File: src/rtl/stride_window_sequencer.sv
// stride_window_sequencer: walks a 1-D input in windows of F elements advancing by S,
// issuing per-element read addresses under valid/ready and pulsing next_stride per window.
//
// Ports:
//   clk, rst        clock, asynchronous active-high reset
//   start           pulse; latches filter_size/stride/input_len when idle
//   filter_size     window length F
//   stride          window advance S
//   input_len       input length L
//   addr_ready      read port accepts addr this cycle
//   addr_valid      addr is valid (SCAN)
//   addr            window base + elem_idx
//   elem_idx        position inside current window
//   next_stride     one-cycle pulse per completed window
//   busy            high in SCAN or STRIDE
//   done            one-cycle pulse at end of sequence
//   win_count       completed-window count, only with STRIDE_WINDOW_WINCNT_EN defined
module stride_window_sequencer #(
  parameter int WIDTH      = 5,
  parameter int ADDR_WIDTH = 8
) (
  input  logic                  clk,
  input  logic                  rst,
  input  logic                  start,
  input  logic [WIDTH-1:0]      filter_size,
  input  logic [WIDTH-1:0]      stride,
  input  logic [ADDR_WIDTH-1:0] input_len,
  input  logic                  addr_ready,
  output logic                  addr_valid,
  output logic [ADDR_WIDTH-1:0] addr,
  output logic [WIDTH-1:0]      elem_idx,
  output logic                  next_stride,
  output logic                  busy,
`ifdef STRIDE_WINDOW_WINCNT_EN
  output logic                  done,
  output logic [ADDR_WIDTH-1:0] win_count
`else
  output logic                  done
`endif
);
  localparam int AW1 = ADDR_WIDTH + 1;
  typedef enum logic [1:0] {IDLE, SCAN, STRIDE, DONE} state_t;
  state_t                state_q, state_d;
  logic [WIDTH-1:0]      f_q, f_d, s_q, s_d, idx_q, idx_d;
  logic [ADDR_WIDTH-1:0] l_q, l_d, base_q, base_d;
  logic [AW1-1:0]        base_nx;
  logic                  cfg_bad, xfer, last_win;
`ifdef STRIDE_WINDOW_WINCNT_EN
  logic [ADDR_WIDTH-1:0] wc_q, wc_d;
  assign win_count = wc_q;
`endif
  // Extra bit keeps base+S and base+S+F from wrapping before the length compare
  assign base_nx  = {1'b0, base_q} + AW1'(s_q);
  assign last_win = (base_nx + AW1'(f_q)) > {1'b0, l_q};
  assign cfg_bad  = (filter_size == '0) || (stride == '0) || (ADDR_WIDTH'(filter_size) > input_len);
  assign xfer     = (state_q == SCAN) && addr_ready;
  assign addr_valid  = state_q == SCAN;
  assign next_stride = state_q == STRIDE;
  assign busy        = (state_q == SCAN) || (state_q == STRIDE);
  assign done        = state_q == DONE;
  assign addr        = base_q + ADDR_WIDTH'(idx_q);
  assign elem_idx    = idx_q;
  always_comb begin
    state_d = state_q;
    f_d     = f_q;
    s_d     = s_q;
    l_d     = l_q;
    base_d  = base_q;
    idx_d   = idx_q;
`ifdef STRIDE_WINDOW_WINCNT_EN
    wc_d    = wc_q;
`endif
    unique case (state_q)
      IDLE: if (start) begin
        f_d     = filter_size;
        s_d     = stride;
        l_d     = input_len;
        base_d  = '0;
        idx_d   = '0;
        state_d = cfg_bad ? DONE : SCAN;
`ifdef STRIDE_WINDOW_WINCNT_EN
        wc_d    = '0;
`endif
      end
      SCAN: if (xfer) begin
        idx_d   = (idx_q == f_q - WIDTH'(1)) ? '0 : idx_q + WIDTH'(1);
        state_d = (idx_q == f_q - WIDTH'(1)) ? STRIDE : SCAN;
      end
      STRIDE: begin
        base_d  = last_win ? base_q : base_nx[ADDR_WIDTH-1:0];
        state_d = last_win ? DONE : SCAN;
`ifdef STRIDE_WINDOW_WINCNT_EN
        wc_d    = wc_q + ADDR_WIDTH'(1);
`endif
      end
      DONE: state_d = IDLE;
      default: state_d = IDLE;
    endcase
  end
  always_ff @(posedge clk or posedge rst) begin
    if (rst) begin
      state_q <= IDLE;
      f_q     <= '0;
      s_q     <= '0;
      l_q     <= '0;
      base_q  <= '0;
      idx_q   <= '0;
`ifdef STRIDE_WINDOW_WINCNT_EN
      wc_q    <= '0;
`endif
    end else begin
      state_q <= state_d;
      f_q     <= f_d;
      s_q     <= s_d;
      l_q     <= l_d;
      base_q  <= base_d;
      idx_q   <= idx_d;
`ifdef STRIDE_WINDOW_WINCNT_EN
      wc_q    <= wc_d;
`endif
    end
  end
endmodule

File: config.mk
export PLATFORM = sky130hd
export DESIGN_NAME = stride_window_sequencer
export DESIGN_NICKNAME = d
export VERILOG_FILES = /design/src/rtl/stride_window_sequencer.sv
export SDC_FILE = /design/constraint.sdc
export NUM_CORES = 1
export LEC_CHECK = 0
export BUFFER_PORTS_ARGS = -buffer_cell sky130_fd_sc_hd__buf_2
export CORE_ASPECT_RATIO = 1.1
export CORE_UTILIZATION = 50
export CTS_BUF_LIST = sky130_fd_sc_hd__clkbuf_4
export CTS_CLUSTER_DIAMETER = 150
export DETAILED_ROUTE_END_ITERATION = 7
export PLACE_DENSITY_LB_ADDON = 0.3
export RECOVER_POWER = 100
export SLEW_MARGIN = 30
export SYNTH_ARGS = -nofsm -noshare
export SYNTH_HDL_FRONTEND = slang
export SYNTH_SLANG_ARGS = --single-unit
File: constraint.sdc
create_clock -name clk -period 4.95 [get_ports clk]
set_clock_uncertainty 0.2 [all_clocks]
set_input_delay 0.7425 -clock clk [delete_from_list [all_inputs] [get_ports clk]]
set_output_delay 0.7425 -clock clk [all_outputs]
set_load 0.02 [all_outputs]
# Word level (Yosys, flattened, before mapping)
# Index checks and enable logic that the tools add are counted.
# word_totals
regBits	33
inputBits	22
# op_classes
n_addsub	5
magnitude_cmp	2
n_eq_ne	7
n_mux	13
n_reduce_logical	13
# op_table
cell	n
8-bit two-way mux	2
8-bit one-hot mux with 2 select lines	1
5-bit two-way mux	3
5-bit logical NOT	2
2-bit two-way mux	5
5-bit one-hot mux with 2 select lines	1
8-bit by 5-bit adder with 9-bit output	1
9-bit by 5-bit adder with 9-bit output	1
9-bit by 8-bit greater-than comparator with 1-bit output	1
8-bit by 5-bit adder with 8-bit output	1
5-bit by 8-bit greater-than comparator with 1-bit output	1
2-bit one-hot mux with 4 select lines	1
3-bit AND reduction	2
5-bit by 1-bit adder with 5-bit output, second input constant	1
5-bit equality test	1
5-bit by 1-bit subtractor with 5-bit output, second input constant	1
2-bit equality test, second input constant	2
2-bit != test, second input constant	2
2-bit AND reduction	2
2-bit nonzero test	2
1-bit logical OR	3
2-bit by 1-bit equality test with 1-bit output, second input constant	1
2-bit logical NOT	1
2-bit by 1-bit != test with 1-bit output, second input constant	1
1-bit logical AND	1

# Depth between registers and ports, before layout
# depth
depth_word	6
ltp_mapped	17

# Worst setup path after synthesis
# OpenSTA, ideal clock, no wires.
# synth_path
path_type	register -> register
from	register base_q[0]
to	register base_q[5]
arrival_time_ns	3.677
t_required_ns	4.670
setup_slack_ns	0.994
path_stages_with_launch	17
synth_period_minus_slack_ns	3.956
cell_sequence	dfrtp_1 > ha_1 > fa_1 > ha_1 > a21o_1 > a21o_1 > a21o_1 > a21oi_1 > nor3_1 > xor2_1 > ha_1 > nor3_1 > o211ai_1 > o221ai_1 > nand2_1 > or4_1 > a2bb2oi_1
# synth_via
elab_chain_len	5
word_cells_on_any_way	7
# synth_rtl
element	line	rtl
from (decl)	45	logic [ADDR_WIDTH-1:0] l_q, l_d, base_q, base_d;
from (signal assigned)	116	base_q <= base_d;
8-bit by 5-bit adder with 9-bit output (*)	53	assign base_nx = {1'b0, base_q} + AW1'(s_q);
9-bit by 5-bit adder with 9-bit output	54	assign last_win = (base_nx + AW1'(f_q)) > {1'b0, l_q};
9-bit by 8-bit greater-than comparator with 1-bit output	54	
2-bit != test (no line)	n/a	
3-bit AND reduction (no line)	n/a	
# Mark *: on every way between the ends. The rest lies on a longest branch, timed or not. The select of a mux whose other input is x is not followed.
# A chain may end at the register's enable or synchronous reset.

# Final worst setup path
# layout_path
from	register base_q[0]
to	register base_q[6]
# The elaborated chain is that of the path after synthesis.

==> flow_summary_export.csv <==
group,metric,value,unit
outcome,status,"complete, but fails checks",
outcome,failed_checks,"max-capacitance violations, max-slew violations",
logic_synthesis,netlist_top_cells_area,"dfrtp_1 31%, ha_1 16%, mux2_2 5.5%",
sta,min_period,4470,ps
power,ir_drop,0.000368,V
setup_path,startpoint_type,"flip-flop",
clock_tree,cts_tree,"yes",
finish,diodes,0,
logic_synthesis,synth-main-ff-cell,"dfrtp_1",
route,ant_nets,0,
floorplanning,core,5070,um2
global_routing,grt_pass1_vias,2193,
logic_synthesis,ys_seq_elements,33,
global_routing,grt_max_degree,34,
placed_design,place_ws,587,ps
sta,rsz0062_at_grt,"false",
logic_synthesis,async_flop_share,100,%
placed_design,hpwlAfterDp,4670,um
route,wl_per_cell,15.2,um
setup_path,arrival,4530,ps
global_routing,antenna_found_initial,0,
finish,layout.nets,390,
finish,multi_input_area,1720,um2
finish,drive_gt1_share,13.3,%
finish,fillers,476,
clock_tree,insertion_delay,350,ps
route,drc_errors,0,
setup_path,critPathRequiredTime,5010,ps
logic_synthesis,synth_nets,347,
sta,slew_headroom,-21.3,%
floorplanning,pin_count,39,
clock_tree,cts_max_path_buffers,2,
power,p_leak,1.47,nW
clock_tree,hold_buffers,0,
floorplanning,die_h,78.6,um
finish,register_area,826,um2
logic_synthesis,synth_area_leader_cell,"dfrtp_1",
floorplanning,rows,27,
global_routing,grt_pass1_wl,10200,um
logic_synthesis,ys_warn_count,0,
logic_synthesis,synthCells,287,
sta,setup_viol,0,
logic_synthesis,syn_area,2670,um2
setup_path,cp_max_fo,6,
logic_synthesis,synth.distinct_cells,44,
floorplanning,die_w,71.6,um
floorplanning,initial_core_util,52.6,%
setup_path,path_class,"reg2reg",
setup_path,r2r_slack,480,ps
global_routing,grt_remaining_overflow,0,
finish,final_util,58.3,%
finish,syn_to_final_growth,10.8,%
sta,final.period_utilization,90.2,%
route,vias_per_cell,5.74,
clock_tree,cts_made_buffers,5,
power,powerDensity,730,nW/um2
route,dr.pass1.iters,4,
route,wl,5910,um
floorplanning,dieArea,5630,um2
clock_tree,htree_levels,2,
clock_tree,cts_sinks,33,
sta,setup_slack,483,ps
sta,finalHoldViolCount,0,
placed_design,post-place-cells,381,
flow_run,drv_cap,1,
clock_tree,cts-root-buf,"clkbuf_4",
logic_synthesis,yosysSeqAreaShare,31.0,%
finish,final_common_cell,"ha_1",
finish,layout_common_cells,"35 x ha_1, 33 x dfrtp_1, 28 x inv_1",
logic_synthesis,synth_edf_count,0,
route,detail_route.iter0.violations,181,
placed_design,io_buffers,38,
route,dr_total_vias,2234,
hold_path,hp-class,"reg2reg",
global_routing,grtUsageTotal,23.6,%
clock_tree,post-cts-setup-buffers,0,
sta,max_freq,224,MHz
setup_path,endpoint_kind,"flip-flop",
clock_tree,clkTransAtPathRegs,110,ps
placed_design,gp_congestion,0.861,
sta,fin_setup_tns,0,ps
clock_tree,cts-resized-gates,0,
finish,instances_no_fill,389,
logic_synthesis,yosysTopAreaCellShare,31.0,%
sta,maxSlewViolCount,34,
sta,worstMarginPinSlew,1820,ps
logic_synthesis,syn_avg_cell_area,9.29,um2
## synthesized netlist by cell type (5+ instances only)
| master | instances |
|---|---|
| a21o_1 | 10 |
| a21oi_1 | 18 |
| a22o_1 | 5 |
| dfrtp_1 | 33 |
| ha_1 | 35 |
| inv_1 | 28 |
| mux2_2 | 13 |
| nand2_1 | 20 |
| nand2b_1 | 6 |
| nand3_1 | 7 |
| nor2_1 | 15 |
| nor3_1 | 7 |
| o21ai_0 | 17 |
| xnor2_1 | 7 |
| xor2_1 | 13 |
## state kept, by name, indices dropped and copies added, names as in the netlist
register / count
s_q: 5
f_q: 5
l_q: 8
base_q: 8
elem_idx: 5
state_q: 2
## power by group
group / switching (mW) / internal [mW]
clock network: 0.0930 / 0.0595
logic: 0.860 / 0.638
registers: 0.126 / 0.379
## final timing paths
kind,start,end,cells past startpoint
max,base_q[0],base_q[6],17
min,l_q[1],l_q[1],2
max reg2reg,base_q[0],base_q[6],17
min reg2reg,l_q[1],l_q[1],2
max in group asynchronous,rst,s_q[4],3
min in group asynchronous,rst,base_q[0],3
## routing by layer
metal  GRT usage (%)  routed length (um)
met3            4.75                 252
met1            29.9                2660
met2            39.8                2940
met5               0                   0
met4            8.24                  63
## layout make-up
| class | count | area share, % |
|---|---|---|
| Sequential cell | 33 | 28.0 |
| Multi-Input combinational cell | 222 | 58.2 |
| Inverter | 28 | 3.56 |
| Clock inverter | 2 | 0.339 |
| Tap cell | 58 | 2.46 |
| Clock buffer | 6 | 1.53 |
| Timing Repair Buffer | 40 | 5.97 |
## through the flow
step / cell area (um2) / total power [mW] / hold slack (ps)
5_1_grt: 2950 / 2.41 / 344
2_1_floorplan: 2670 / 1.65 / 250
4_1_cts: 2980 / 2.19 / 272
3_3_place_gp: 2930 / 1.95 / 265
3_5_place_dp: 2930 / 2.02 / 270
6_report: 2950 / 2.15 / 287
## cell families after synthesis
family / synth area share, %
xor+xnor: 6.57
flops: 31.0
fa+ha+maj: 18.7
buf+inv: 4.55
compound gates: 21.0
mux: 5.49
simple gates: 12.7
## worst max-delay path: stages, from the launching register on
cell,delay [ps]
dfrtp_1,420
ha_1,230
fa_1,440
a211oi_1,230
nor2_1,100
a21oi_1,220
ha_1,190
a21boi_0,310
nor2_1,80
nor2_1,120
xnor2_1,130
ha_1,270
a22oi_1,210
o211ai_1,120
o221ai_1,250
nand2_1,190
or4_1,490
o22ai_1,170
Note: power is estimated with default switching activity, not from simulation.
